**src/rtl/cic_pkg.sv**
```systemverilog
// Shared constants, accumulator type and shift helper for the dual-channel CIC decimator.
package cic_pkg;
    localparam int N_STG   = 3;
    localparam int MAX_LOG = 6;
    localparam int SMP_W   = 32;
    localparam int ACC_W   = SMP_W + N_STG * MAX_LOG;

    typedef logic signed [ACC_W-1:0] acc_t;

    // Bit growth of an N_STG-stage CIC is N_STG*log2(R); dividing it out exactly restores unity DC gain
    function automatic logic [4:0] shift_amt(input logic [2:0] dec_log2);
        return 5'(dec_log2) * 5'd3;
    endfunction
endpackage

```
**src/rtl/cic_channel.sv**
```systemverilog
// One integrator/comb/scaler lane of the CIC decimator; the top instantiates one each for I and Q.
// CIC_ROUND_EN selects round-half-up with positive saturation; otherwise the scaler floors.
module cic_channel
    import cic_pkg::*;
#(
    parameter int IN_W  = 32,
    parameter int OUT_W = 32
) (
    input  logic                    clk,
    input  logic                    i_clr,
    input  logic [N_STG-1:0]        i_int_en,
    input  logic [N_STG-1:0]        i_cmb_en,
    input  logic [2:0]              i_dec_log2,
    input  logic signed [IN_W-1:0]  i_x,
    output logic signed [OUT_W-1:0] o_y
);
    acc_t w_x_ext;
    acc_t r_int1_p0, r_int2_p1, r_int3_p2;
    acc_t r_cmb1_p3, r_cmb2_p4, r_cmb3_p5;
    acc_t r_dly1, r_dly2, r_dly3;

`ifdef CIC_ROUND_EN
    localparam logic signed [ACC_W:0] SAT_HI = {{(ACC_W + 2 - OUT_W){1'b0}}, {(OUT_W - 1){1'b1}}};

    function automatic logic signed [OUT_W-1:0] scale(input acc_t v, input logic [4:0] sh);
        logic signed [ACC_W:0] sum;
        sum = {v[ACC_W-1], v} + ({{ACC_W{1'b0}}, 1'b1} << (sh - 5'd1));
        sum = sum >>> sh;
        if (sum > SAT_HI) return OUT_W'(SAT_HI);
        return OUT_W'(sum);
    endfunction
`else
    function automatic logic signed [OUT_W-1:0] scale(input acc_t v, input logic [4:0] sh);
        return OUT_W'(v >>> sh);
    endfunction
`endif

    assign w_x_ext = ACC_W'(i_x);

    // Accumulators wrap modulo 2^ACC_W on purpose; the comb differences undo the wrap exactly
    always_ff @(posedge clk) begin
        if (i_clr) begin
            r_int1_p0 <= '0;
            r_int2_p1 <= '0;
            r_int3_p2 <= '0;
            r_cmb1_p3 <= '0;
            r_cmb2_p4 <= '0;
            r_cmb3_p5 <= '0;
            r_dly1    <= '0;
            r_dly2    <= '0;
            r_dly3    <= '0;
        end else begin
            // p0..p2: integrators, each one edge behind the previous
            if (i_int_en[0]) r_int1_p0 <= r_int1_p0 + w_x_ext;
            if (i_int_en[1]) r_int2_p1 <= r_int2_p1 + r_int1_p0;
            if (i_int_en[2]) r_int3_p2 <= r_int3_p2 + r_int2_p1;
            // p3..p5: combs at the decimated rate
            if (i_cmb_en[0]) begin
                r_cmb1_p3 <= r_int3_p2 - r_dly1;
                r_dly1    <= r_int3_p2;
            end
            if (i_cmb_en[1]) begin
                r_cmb2_p4 <= r_cmb1_p3 - r_dly2;
                r_dly2    <= r_cmb1_p3;
            end
            if (i_cmb_en[2]) begin
                r_cmb3_p5 <= r_cmb2_p4 - r_dly3;
                r_dly3    <= r_cmb2_p4;
            end
        end
    end

    assign o_y = scale(r_cmb3_p5, shift_amt(i_dec_log2));
endmodule

```
**src/rtl/cic_decimator.sv**
```systemverilog
// Dual-channel (I/Q) 3-stage CIC decimator, R = 2^dec_log2, with a 2-entry FWFT output FIFO.
// Define CIC_ROUND_EN for round-half-up output scaling instead of truncation.
module cic_decimator
    import cic_pkg::*;
#(
    parameter int IN_W  = 32,
    parameter int OUT_W = 32
) (
    input  logic                    clk,
    input  logic                    rst,
    input  logic signed [IN_W-1:0]  i_in,
    input  logic signed [IN_W-1:0]  q_in,
    input  logic                    in_valid,
    input  logic [2:0]              dec_log2,
    input  logic                    cfg_load,
    output logic signed [OUT_W-1:0] out_i,
    output logic signed [OUT_W-1:0] out_q,
    output logic                    out_valid,
    input  logic                    out_ready,
    output logic                    overflow,
    input  logic                    clr_overflow
);
    logic [2:0] r_dec;
    logic [5:0] r_cnt;
    logic [5:0] w_cnt_max;
    logic       w_acc, w_strobe, w_clr;
    logic       r_vld_p1, r_vld_p2;
    logic       r_str_p1, r_str_p2, r_str_p3, r_str_p4, r_str_p5, r_str_p6;
    logic signed [OUT_W-1:0] w_y_i, w_y_q;
    logic signed [OUT_W-1:0] r_hd_i, r_hd_q, r_tl_i, r_tl_q;
    logic [1:0] r_occ, w_occ_pop;
    logic       w_pop, w_wr, w_drop;

    function automatic logic [2:0] clamp_log2(input logic [2:0] d);
        if (d == 3'd0) return 3'd1;
        if (d > 3'(MAX_LOG)) return 3'(MAX_LOG);
        return d;
    endfunction

    // cfg_load wins over a coincident sample: it is neither integrated nor counted
    assign w_clr     = rst | cfg_load;
    assign w_acc     = in_valid & ~cfg_load;
    assign w_cnt_max = 6'((7'd1 << r_dec) - 7'd1);
    assign w_strobe  = w_acc & (r_cnt == w_cnt_max);

    always_ff @(posedge clk) begin
        if (rst)           r_dec <= 3'd1;
        else if (cfg_load) r_dec <= clamp_log2(dec_log2);
    end

    always_ff @(posedge clk) begin
        if (w_clr) begin
            r_cnt    <= '0;
            r_vld_p1 <= 1'b0;
            r_vld_p2 <= 1'b0;
            r_str_p1 <= 1'b0;
            r_str_p2 <= 1'b0;
            r_str_p3 <= 1'b0;
            r_str_p4 <= 1'b0;
            r_str_p5 <= 1'b0;
            r_str_p6 <= 1'b0;
        end else begin
            if (w_acc) r_cnt <= w_strobe ? 6'd0 : r_cnt + 6'd1;
            r_vld_p1 <= w_acc;
            r_vld_p2 <= r_vld_p1;
            r_str_p1 <= w_strobe;
            r_str_p2 <= r_str_p1;
            r_str_p3 <= r_str_p2;
            r_str_p4 <= r_str_p3;
            r_str_p5 <= r_str_p4;
            r_str_p6 <= r_str_p5;
        end
    end

    cic_channel #(.IN_W(IN_W), .OUT_W(OUT_W)) u_chan_i (
        .clk        (clk),
        .i_clr      (w_clr),
        .i_int_en   ({r_vld_p2, r_vld_p1, w_acc}),
        .i_cmb_en   ({r_str_p5, r_str_p4, r_str_p3}),
        .i_dec_log2 (r_dec),
        .i_x        (i_in),
        .o_y        (w_y_i)
    );

    cic_channel #(.IN_W(IN_W), .OUT_W(OUT_W)) u_chan_q (
        .clk        (clk),
        .i_clr      (w_clr),
        .i_int_en   ({r_vld_p2, r_vld_p1, w_acc}),
        .i_cmb_en   ({r_str_p5, r_str_p4, r_str_p3}),
        .i_dec_log2 (r_dec),
        .i_x        (q_in),
        .o_y        (w_y_q)
    );

    // p6: FIFO write; a simultaneous pop frees the slot, so a full FIFO only drops without one
    assign out_valid = (r_occ != 2'd0);
    assign w_pop     = out_valid & out_ready;
    assign w_wr      = r_str_p6;
    assign w_occ_pop = r_occ - {1'b0, w_pop};
    assign w_drop    = w_wr & (w_occ_pop == 2'd2);
    assign out_i     = r_hd_i;
    assign out_q     = r_hd_q;

    always_ff @(posedge clk) begin
        if (rst) begin
            r_occ  <= '0;
            r_hd_i <= '0;
            r_hd_q <= '0;
            r_tl_i <= '0;
            r_tl_q <= '0;
        end else begin
            if (w_pop && r_occ == 2'd2) begin
                r_hd_i <= r_tl_i;
                r_hd_q <= r_tl_q;
            end
            if (w_wr && w_occ_pop == 2'd0) begin
                r_hd_i <= w_y_i;
                r_hd_q <= w_y_q;
            end
            if (w_wr && w_occ_pop == 2'd1) begin
                r_tl_i <= w_y_i;
                r_tl_q <= w_y_q;
            end
            r_occ <= w_occ_pop + {1'b0, w_wr & ~w_drop};
        end
    end

    always_ff @(posedge clk) begin
        if (rst)               overflow <= 1'b0;
        else if (w_drop)       overflow <= 1'b1;
        else if (clr_overflow) overflow <= 1'b0;
    end
endmodule

```
**config.mk**
```make
export PLATFORM = sky130hd
export DESIGN_NAME = cic_decimator
export DESIGN_NICKNAME = d
export VERILOG_FILES = /design/src/rtl/cic_pkg.sv /design/src/rtl/cic_channel.sv /design/src/rtl/cic_decimator.sv
export SDC_FILE = /design/constraint.sdc
export NUM_CORES = 2
export LEC_CHECK = 0
export ABC_CLOCK_PERIOD_IN_PS = 11200
export CORE_MARGIN = 2
export CORE_UTILIZATION = 35
export DETAILED_ROUTE_END_ITERATION = 8
export SLEW_MARGIN = 30
export SYNTH_ARGS = -nofsm -noshare
export SYNTH_HDL_FRONTEND = slang
export SYNTH_SLANG_ARGS = --single-unit
```
**constraint.sdc**
```tcl
create_clock -name clk -period 11.2 [get_ports clk]
set_input_delay 3.36 -clock clk [delete_from_list [all_inputs] [get_ports clk]]
set_output_delay 3.36 -clock clk [all_outputs]
set_load 0.03 [all_outputs]
```
# After elaboration in Yosys (flattened, before gate mapping)
# Index checks and enable logic that the tools add are counted.
# word_totals
register_bits	1048
inputBits	73
out_inout_bits	66
word_cells	93
# classes
add_sub_neg	16
mul	1
n_lt_le_gt_ge	1
n_eq_ne	4
n_shift	3
muxes	18
bitwise	8
n_reduce_logical	8
# ops
operator	count
$sub 50x50->50	6
$add 50x50->50	4
$mux 32	4
$add 50x32->50	2
$sshr 50x5->32	2
$mux 3	4
$mux 1	9
$add 6x1->6 const B	1
$eq 6x6->1	1
$mux 6	1
$reduce_bool 2->1	3
$shl 1x3->6 const A	1
$sub 6x1->6 const B	1
$and 1x1->1	5
$mul 3x2->5 const B	1
$eq 2x2->1 const B	2
$gt 3x3->1 const B	1
$logic_and 1x1->1	3
$logic_not 3->1	1
$add 2x1->2	1
$eq 2x1->1 const B	1
$logic_not 2->1	1
$not 1->1	2
$sub 2x1->2	1
$or 1x1->1	1

# Longest topological paths before layout
# logic_depth
depth_word	9
depth_mapped	18
depth_no_buf	15

# By module
# Synthesis repeated with hierarchy kept, for this count alone.
# hier_totals
hier_cells	9307
hier_area_um2	75517.4
# modules_own_cells
mod	n_inst	cells_each	area_each_um2	seq_area_each_um2
cic_channel (u_chan_q)	1	4339	34748.3	9008.6
cic_channel (u_chan_i)	1	4307	34466.8	9008.6
cic_decimator	1	661	6302.3	2962.8

# Least setup slack after synthesis
# No wires, ideal clock.
# synth_path
kind	in2reg
startpoint	input port i_in[13]
endpoint	register u_chan_i.r_int1_p0[47]
setup_ns	0.133
t_arrival_ns	6.099
required_time_ns	11.067
path_slack_ns	4.968
path_stages	12
n_path_buf	0
cell_sequence	ha_1 > and3_1 > a221o_1 > a21oi_2 > o32a_1 > o31ai_1 > or4_4 > a221o_1 > a221o_1 > a21oi_2 > xor2_1 > a21oi_1
# synth_via
elab_chain_cells	1
# synth_lines
element	line	rtl
start, declared	cic_decimator.sv:11	input logic signed [IN_W-1:0] i_in,
$add 50x32->50	cic_channel.sv:54	if (i_int_en[0]) r_int1_p0 <= r_int1_p0 + w_x_ext;
end signal, assigned	cic_channel.sv:54	
end, declared	cic_channel.sv:18	acc_t r_int1_p0, r_int2_p1, r_int3_p2;
# Every way passes these cells.
# A chain may end at the register's enable or synchronous reset.

# Worst setup path in the final report
# layout_path
startpoint	input port i_in[31]
endpoint	register u_chan_i.r_int1_p0[49]
# The elaborated chain is that of the path after synthesis.

==> impl_metrics.csv <==
group,metric,value,unit
power_and_ir_drop,peakVddDrop,0.000123,V
clock_tree,clk_latency,790,ps
yosys,synthesis.nets,9866,
worst_setup_path,worstSetupPathType,"in2reg",
clock_tree,numCtsBuffers,117,
grt,grt_max_degree,222,
worst_setup_path,arrival,7410,ps
power_and_ir_drop,seq_power_share,0.438,
yosys,postSynthCellCount,9182,
finish,nFillCells,21500,
floorplan,core,210000,um^2
power_and_ir_drop,p_leak,34.2,nW
clock_tree,clkTransAtPathRegs,60,ps
floorplan,die_h,464,um
timing,worst_pin_slew,943,ps
yosys,syn-mean-instance-area,8.08,um^2
detailed_routing,wl_per_cell,15.3,um
timing,layout_setup_ws,4460,ps
power_and_ir_drop,total_power,8.65,mW
finish,syn_to_final_growth,10.6,%
power_and_ir_drop,switching_share,0.254,
detailed_routing,vias,62100,
grt,overflow,0,
worst_setup_path,endpoint_kind,"register",
clock_tree,cts_htree_levels,3,
clock_tree,hold_buffers,0,
timing,setup_violations,0,
timing,max_freq,148,MHz
floorplan,pin_count,139,
detailed_routing,firstDrtPassIters,6,
place,gp_congestion,0.883,
grt,grt_pass1_vias,58000,
timing,finalHoldViolations,0,
clock_tree,post_cts_resize_count,0,
clock_tree,cts.sinks,1048,
clock_tree,post-cts-setup-buffers,0,
place,place_ws,3600,ps
detailed_routing,final_antenna_net_count,0,
yosys,ys_seq_area_frac,0.283,
clock_tree,cts_root_buffer,"clkbuf_16",
timing,rsz0062_at_grt,"false",
worst_setup_path,worstSetupStartpointType,"input port",
finish,multi_input_area,49800,um^2
floorplan,die_w,464,um
timing,slew_violations,0,
timing,slew_headroom,0.371,
yosys,async_flop_share,0,
timing,fin_skew,73.3,ps
yosys,ys.flop_type,"dfxtp_1",
detailed_routing,first_iter_violations,3805,
finish,fin_nets,9689,
yosys,netlist_area,74200,um^2
grt,grt.total_usage,0.161,
place,port-buffer-count,138,
timing,fin_crit_sh,0.602,
finish,utilization,0.390,
detailed_routing,detail_route.vias_per_cell,5.21,
clock_tree,clock_path_buffers,3,
power_and_ir_drop,p_comb_frac,0.087,
job,cap_viol_max_count,0,
detailed_routing,wirelength,182,mm
place,place_hpwl,138,mm
floorplan,start_util,0.353,
clock_tree,tritoncts,"yes",
finish,seq_area,21000,um^2
worst_setup_path,cp.required,11870,ps
run_status,status,"complete, no violations",
finish,layout-drive-gt1-share,0.0459,
worst_hold_path,hp-class,"reg2reg",
power_and_ir_drop,switchingPower,2.20,mW
power_and_ir_drop,p_int,6.45,mW
worst_setup_path,path_max_fanout,19,
power_and_ir_drop,power.clock.fraction,0.476,
yosys,synth_edf_count,0,
floorplan,die_area,216000,um^2
yosys,ys_types,89,
floorplan,num_rows,168,
timing,fin_tns_setup,0,ps
yosys,ys_warn_count,0,
timing,fin_crit,6740,ps
power_and_ir_drop,powerDensity,105,nW/um^2
detailed_routing,drc,0,
grt,grt_pass1_wl,300,mm
yosys,ys_ff_latch,1048,
grt,antenna_found_initial,2,
## routing by layer
layer | global-route usage | vias up | part of all wire
met2 | 0.242 | 989 | 0.41
met5 | 0 | - | 0
met1 | 0.243 | 28500 | 0.54
met4 | 0.0379 | 0 | 0.019
li1 | - | 32300 | -
met3 | 0.0183 | 207 | 0.033
## critical path: stages
cell             delay [ps]
clkdlybuf4s50_1         890
ha_1                    730
nand4_1                 170
or3_1                   390
or3_1                   340
o31ai_1                 460
or4_4                   240
a21oi_1                 120
o21ai_1                 180
xor2_1                  200
a21oi_1                 100
a31o_2                  240
## metrics by stage
| stage | instances | area [um^2] | hold slack, ps |
|---|---|---|---|
| finish | 11900 | 82000 | 454 |
| global route | 11900 | 82000 | 472 |
| CTS | 11900 | 82000 | 455 |
| detailed placement | 11700 | 77800 | 446 |
| global placement | 11700 | 77700 | 441 |
| floorplan | 9182 | 74200 | 406 |
## power by group through the flow
stage | clock network (mW) | logic (mW) | registers (mW)
2_1_floorplan | 0 | 0.570 | 3.85
3_3_place_gp | 0 | 0.737 | 3.87
3_5_place_dp | 0 | 0.743 | 3.87
4_1_cts | 4.24 | 0.746 | 3.79
5_1_grt | 4.38 | 0.822 | 3.79
6_report | 4.12 | 0.749 | 3.79
## cell usage in the layout, fill, tap and decap left out, drive strengths merged, types with 54 or more instances in the layout
| cell type | Yosys | layout |
|---|---|---|
| a21o | 397 | 397 |
| o21a | 87 | 87 |
| a31oi | 92 | 92 |
| dfxtp | 1048 | 1048 |
| mux4 | 58 | 58 |
| nor2b | 97 | 97 |
| o21bai | 94 | 94 |
| mux2i | 814 | 814 |
| nand3 | 182 | 182 |
| a211oi | 176 | 176 |
| nand4 | 90 | 90 |
| nor2 | 1237 | 1237 |
| nor3 | 137 | 137 |
| clkbuf | 407 | 153 |
| nand2b | 79 | 79 |
| clkdlybuf4s50 | 0 | 136 |
| o211ai | 57 | 57 |
| and3 | 79 | 79 |
| o21ai | 514 | 514 |
| xor2 | 208 | 208 |
| nand2 | 696 | 696 |
| ha | 598 | 598 |
| a21oi | 651 | 651 |
| and2 | 54 | 54 |
| inv | 465 | 471 |
| xnor2 | 317 | 317 |
## synthesized netlist by cell type (all sizes together), types with 182 or more instances
| library cell | number | area (um^2) |
|---|---|---|
| ha | 598 | 7480 |
| a21oi | 651 | 3270 |
| dfxtp | 1048 | 21000 |
| clkbuf | 407 | 1530 |
| inv | 465 | 1750 |
| nand3 | 182 | 911 |
| nand2 | 696 | 2610 |
| mux2i | 814 | 8150 |
| a21o | 397 | 2980 |
| xor2 | 208 | 1820 |
| nor2 | 1237 | 4640 |
| xnor2 | 317 | 2780 |
| o21ai | 514 | 2570 |
## path summary, 6_finish.rpt
check	startpoint	end	slack, ps	cells past startpoint
worst min register to register	r_tl_i[6]	r_tl_i[6]	450	2
worst max register to register	r_dec[0]	out_i[5]	6390	11
worst max-delay path	i_in[31]	u_chan_i.r_int1_p0[49]	4460	12
worst min-delay path	r_tl_i[6]	r_tl_i[6]	450	2
## layout make-up
class | count | area share
Multi-Input combinational cell | 7190 | 0.607
Sequential cell | 1048 | 0.256
Antenna cell | 7 | 0.000214
Clock inverter | 66 | 0.0109
Timing Repair Buffer | 182 | 0.0218
Tap cell | 2805 | 0.0428
Clock buffer | 153 | 0.0403
Inverter | 466 | 0.0213
## cells by family after synthesis
group / after synthesis / share of synthesized area
adders and majority gates: 611 / 0.104
buffers and inverters: 944 / 0.0479
muxes: 906 / 0.133
and+or+nand+nor: 2766 / 0.165
xor gates and xnor gates: 525 / 0.0620
AOI/OAI and AO/OA: 2382 / 0.206
DFF: 1048 / 0.283
No activity file was read; power rests on OpenSTA's default activity.
